==> src/rtl/eth_tx_framer.sv <==
// GMII transmit framer: wraps a byte stream with preamble/SFD, pads short
// frames to MIN_FRAME, appends CRC-32 FCS and enforces the inter-frame gap.
module eth_tx_framer #(
  parameter int IFG_BYTES = 12,
  parameter int MIN_FRAME = 60
) (
  input  logic       gmii_tx_clk,
  input  logic       rst_n,
  input  logic [7:0] s_data,
  input  logic       s_valid,
  input  logic       s_last,
  output logic       s_ready,
  output logic       gmii_tx_en,
  output logic [7:0] gmii_txd,
  output logic       tx_busy,
  output logic       frame_done,
  output logic       underrun
);

  typedef enum logic [2:0] {IDLE, PRE, DATA, PAD, FCS, IFG} state_t;

  localparam logic [31:0] CRC_POLY = 32'hEDB88320;
  localparam logic [31:0] CRC_INIT = 32'hFFFFFFFF;
  localparam logic [11:0] MIN_LEN  = 12'(MIN_FRAME);
  localparam logic [7:0]  IFG_LAST = 8'(IFG_BYTES - 1);

  state_t      state;
  logic [10:0] byte_cnt;
  logic [31:0] crc;
  logic        crc_raw;
  logic [2:0]  sub_cnt;
  logic [7:0]  ifg_cnt;

  logic [11:0] cnt_inc;
  logic [10:0] cnt_sat;
  logic [31:0] crc_data;
  logic [31:0] crc_pad;
  logic [31:0] fcs_word;
  logic [7:0]  fcs_byte;
  logic        start_frame;

  function automatic logic [31:0] crc_step(input logic [31:0] c, input logic [7:0] d);
    logic [31:0] r;
    r = c ^ {24'd0, d};
    for (int b = 0; b < 8; b++) r = r[0] ? ((r >> 1) ^ CRC_POLY) : (r >> 1);
    return r;
  endfunction

  assign cnt_inc  = {1'b0, byte_cnt} + 12'd1;
  assign cnt_sat  = (&byte_cnt) ? byte_cnt : cnt_inc[10:0];
  assign crc_data = crc_step(crc, s_data);
  assign crc_pad  = crc_step(crc, 8'h00);
  // An underrun deliberately ships the uninverted register so the receiver sees a bad FCS.
  assign fcs_word = crc_raw ? crc : ~crc;
  assign fcs_byte = fcs_word[{sub_cnt[1:0], 3'b000} +: 8];

  // The last IFG cycle doubles as an IDLE sample so back-to-back gaps are exactly IFG_BYTES.
  assign start_frame = s_valid && ((state == IDLE) || ((state == IFG) && (ifg_cnt == IFG_LAST)));

  assign s_ready = (state == DATA);
  assign tx_busy = (state != IDLE);

  // NOTE: every register here is state, so all assignments are non-blocking and the
  // async reset clears the GMII outputs immediately, truncating any frame in flight.
  always_ff @(posedge gmii_tx_clk or negedge rst_n) begin
    if (!rst_n) begin
      state      <= IDLE;
      gmii_tx_en <= 1'b0;
      gmii_txd   <= 8'h00;
      frame_done <= 1'b0;
      underrun   <= 1'b0;
      byte_cnt   <= '0;
      crc        <= CRC_INIT;
      crc_raw    <= 1'b0;
      sub_cnt    <= '0;
      ifg_cnt    <= '0;
    end else begin
      frame_done <= 1'b0;
      underrun   <= 1'b0;
      if (start_frame) begin
        state      <= PRE;
        gmii_tx_en <= 1'b1;
        gmii_txd   <= 8'h55;
        sub_cnt    <= 3'd1;
        byte_cnt   <= '0;
        crc        <= CRC_INIT;
        crc_raw    <= 1'b0;
      end else begin
        case (state)
          IDLE: begin
            gmii_tx_en <= 1'b0;
            gmii_txd   <= 8'h00;
          end
          PRE: begin
            if (sub_cnt == 3'd7) begin
              gmii_txd <= 8'hD5;
              state    <= DATA;
            end else begin
              gmii_txd <= 8'h55;
              sub_cnt  <= sub_cnt + 3'd1;
            end
          end
          DATA: begin
            if (s_valid) begin
              gmii_txd <= s_data;
              crc      <= crc_data;
              byte_cnt <= cnt_sat;
              if (s_last) begin
                sub_cnt <= 3'd0;
                state   <= (cnt_inc < MIN_LEN) ? PAD : FCS;
              end
            end else begin
              // Source starved: first FCS byte goes out now so tx_en stays contiguous.
              gmii_txd <= crc[7:0];
              crc_raw  <= 1'b1;
              underrun <= 1'b1;
              sub_cnt  <= 3'd1;
              state    <= FCS;
            end
          end
          PAD: begin
            gmii_txd <= 8'h00;
            crc      <= crc_pad;
            byte_cnt <= cnt_sat;
            if (cnt_inc >= MIN_LEN) state <= FCS;
          end
          FCS: begin
            if (sub_cnt == 3'd4) begin
              gmii_tx_en <= 1'b0;
              gmii_txd   <= 8'h00;
              frame_done <= 1'b1;
              ifg_cnt    <= '0;
              state      <= IFG;
            end else begin
              gmii_txd <= fcs_byte;
              sub_cnt  <= sub_cnt + 3'd1;
            end
          end
          IFG: begin
            if (ifg_cnt == IFG_LAST) state <= IDLE;
            else ifg_cnt <= ifg_cnt + 8'd1;
          end
          default: state <= IDLE;
        endcase
      end
    end
  end

endmodule

==> config.mk <==
export PLATFORM = sky130hd
export DESIGN_NAME = eth_tx_framer
export DESIGN_NICKNAME = d
export VERILOG_FILES = /design/src/rtl/eth_tx_framer.sv
export SDC_FILE = /design/constraint.sdc
export NUM_CORES = 1
export LEC_CHECK = 0
export BUFFER_PORTS_ARGS = -buffer_cell sky130_fd_sc_hd__buf_2
export CORE_MARGIN = 4
export CORE_UTILIZATION = 60
export CTS_BUF_LIST = sky130_fd_sc_hd__clkbuf_2
export DETAILED_ROUTE_END_ITERATION = 8
export PLACE_DENSITY_LB_ADDON = 0.1
export SLEW_MARGIN = 10
export SYNTH_ARGS = -nofsm -noshare
export SYNTH_HDL_FRONTEND = slang
export SYNTH_SLANG_ARGS = --single-unit
==> constraint.sdc <==
create_clock -name gmii_tx_clk -period 3.08 [get_ports gmii_tx_clk]
set_input_delay 0.154 -clock gmii_tx_clk [delete_from_list [all_inputs] [get_ports gmii_tx_clk]]
set_output_delay 0.154 -clock gmii_tx_clk [all_outputs]
set_load 0.005 [all_outputs]
==> run summary <==
Via/cell ratio - 6.06
Hold_sp - s_data[7]
Kind of end point of the critical path - register
Cells after DPL - 671
Cell type with the highest aggregate area in the netlist - dfrtp_1
Total iterations of the first detailed-routing run - 5
Number of synthesized register bits - 69
Final setup TNS - 0 ns
Kind of launch point of the worst setup path - register
Cells after synthesis - 569
Number of max-capacitance violations reported - 0
Worst voltage drop across the vdd grid - 0.805 mV
Final Hold Violating Endpoints - 0
Largest net degree at the start of global routing - 46
Endpoints failing setup - 0
Global-route total usage across every layer - 26.8%
Post-cts sizing count - 0
CTS max path bufs - 2
EDFF count, synth - 0
Async set-or-reset flop fraction in the synthesized netlist - 100%
Worst endpoint data arrival time - 2.94 ns
Mapped Avg Cell Area - 9.53 um2
Result of the run - completed
Hold Crit Class - input port to register
Global placer's final weighted congestion - 0.865
Total number of nets in the final design - 594
Pin slew with the least headroom to its limit - 0.900 ns
Post-route ant nets - 0
Post-CTS setup repair buffer count - 0
Share of synthesized area occupied by flip-flops and latches - 32.6%
Top area cells in the synthesized netlist - dfrtp_1, dfstp_2, xnor2_1
DR iter-0 viols - 287
TritonCTS sink count - 69
Clock skew - 0.0254 ns
Initial antenna violation count - 0
Die height - 103 um
Post-DP HPWL - 9350 um
Post-layout util - 65.0%
Final Instance Count excl. Fillers - 689
Max Slew Vio Count - 0
Leakage dissipation - 2.34 nW
Reg2reg end - ifg_cnt[7]
Worst flop-to-flop path startpoint - sub_cnt[1]
Required time reported for the critical path endpoint - 3.56 ns
Clock period minus final worst setup slack - 2.46 ns
Port buffer count - 24
Part of the cycle the worst path needs - 79.8%
First-pass GRT wire length - 21700 um
Setup repair after global routing missed its margin - no
Number of levels the H-tree was split into - 3
Total wire length - 13400 um
Site row count - 34
Clock buffers created by TritonCTS - 9
Layout cells sized above 1 - 20.5%
R2R cell count - 8
FF-to-FF setup slack - 0.62 ns
Area of the core - 0.00876 mm2
Clock-pin transition on the worst setup and hold timing paths - 0.23 ns
Buffer type at the clock tree root - clkbuf_2
Total number of vias - 4172
Net count after synthesis - 587
Total Die Area - 0.0106 mm2
Total congestion overflow after global routing - 0
Vias in the first global route - 4082
Die width - 103 um
Total Power - 0.00800 W
Biggest fanout along the worst timing path - 11
Highest attainable clock frequency - 407 MHz
Source-to-sink clock delay at the later pin of the worst-skew pair - 0.54 ns
TritonCTS clock tree - built
Post-synth design cell area - 0.00542 mm2
Diodes inserted - 0
Average wire per standard cell - 19.5 um
Hold path endpoint - crc[9]
Area share of the largest cell type after synthesis - 17.1%
Post-CTS Hold Fix Bufs - 1
Most frequently used flop master after synthesis - dfrtp_1
Instance count along the most critical hold path - 4
Startpoint-to-endpoint class of the critical path - register to register
Headroom to the max-slew limit - 39.7%
Initial core utilization - 61.9%
Warning count from the yosys run - 0
DRC violation count after routing - 0
Number of placed I/O pins - 25
Power per standard cell area - 1400 mW/mm2
Number of distinct library cell variants in the gate-level netlist after synthesis - 63
Layout fillers - 756
Area growth from synthesis to layout - 5.12%
==> per-stage QoR <==
step                      setup slack [ns]  hold WS (ns)  area (um2)
after global routing                 0.391        0.0357        5700
after detailed placement             0.629         0.178        5540
after CTS                            0.613       0.00146        5690
final                                0.621        0.0112        5700
after global placement               0.694         0.171        5540
after floorplan                      0.951        -0.142        5420
==> worst max path at each step <==
stage / start / endpoint / slack (ns)
after floorplan: ifg_cnt[0] / ifg_cnt[7] / 0.95
after global placement: sub_cnt[1] / ifg_cnt[7] / 0.69
after detailed placement: sub_cnt[1] / ifg_cnt[7] / 0.63
after CTS: sub_cnt[1] / ifg_cnt[7] / 0.61
after global routing: byte_cnt[0] / byte_cnt[4] / 0.39
final: sub_cnt[1] / ifg_cnt[7] / 0.62
==> state kept, by name (all words and copies together), names as in the netlist <==
register,flops
byte_cnt,11
underrun,1
crc,32
gmii_txd,8
crc_raw,1
ifg_cnt,8
state,3
frame_done,1
gmii_tx_en,1
sub_cnt,3
==> power by group <==
part | internal [W] | switching (W)
Combinational | 0.00264 | 0.00268
Clock | 0.000270 | 0.000365
Sequential | 0.00141 | 0.000632
==> routing by layer <==
layer | part of all wire [%] | track usage [%] | up-vias
met5 | 0 | 0 | -
met2 | 48 | 43.5 | 122
li1 | - | - | 1964
met4 | 1.0 | 6.57 | 0
met1 | 46 | 38.0 | 2072
met3 | 4.9 | 3.99 | 14
==> cell type report <==
class / instances / area (um2) / share of cell area [%]
flip-flops and latches: 69 / 1770 / 31.0
clock inverters: 6 / 87.6 / 1.54
repair buffers: 38 / 230 / 4.04
clock buffers: 10 / 50.0 / 0.878
multi-input cells: 449 / 3390 / 59.6
well taps: 108 / 135 / 2.37
inverters: 9 / 33.8 / 0.593
==> kinds of logic (layout without fill, tap and decap cells) <==
logic type	after synthesis	count (layout)	share of synthesized area, %
adder cells (fa/ha/maj)	6	6	1.39
multiplexers	25	25	6.53
buffers and inverters	51	63	4.89
XOR/XNOR	137	137	27.5
flip-flops	69	69	32.6
AO/OA/AOI/OAI	119	119	13.7
AND/OR/NAND/NOR	162	162	13.5
==> worst max-delay path, stage by stage (launching register included) <==
cell      delay, ns
dfrtp_1        0.61
inv_1          0.16
ha_1           0.15
nand2_1        0.07
and3_1         0.34
a211oi_4       0.37
nand4_1        0.21
or3_1          0.39
a21oi_1        0.14
==> synthesized netlist by cell type, drive strengths merged, types with 2 or more instances <==
library cell  instances
or3                   2
mux2i                14
a211oi                3
nand4                 4
nor3                 12
nor2                 66
o21ai                35
a221o                 3
xnor2                92
buf                  21
nand2                48
o221ai                4
clkbuf               21
o211ai                2
and3                  6
o22a                  3
and2                  5
nor4                  3
a21o                  3
xor2                 36
xnor3                 8
inv                   9
mux2                  3
o31ai                 4
dfrtp                37
o32a                  2
dfstp                32
a221oi                2
nand3                 6
o32ai                 2
ha                    6
a21oi                46
nand2b                3
nor2b                 4
a31oi                 2
mux4                  8
==> cell usage in the layout (no fill, tap or decap), drive strengths merged, types with 12 or more instances in the layout <==
| cell type | count |
|---|---|
| xnor2 | 92 |
| nor2 | 66 |
| nand2 | 48 |
| a21oi | 46 |
| dfrtp | 37 |
| xor2 | 36 |
| buf | 36 |
| o21ai | 35 |
| dfstp | 32 |
| mux2i | 14 |
| nor3 | 12 |
Power figures use the tool's default switching activity.
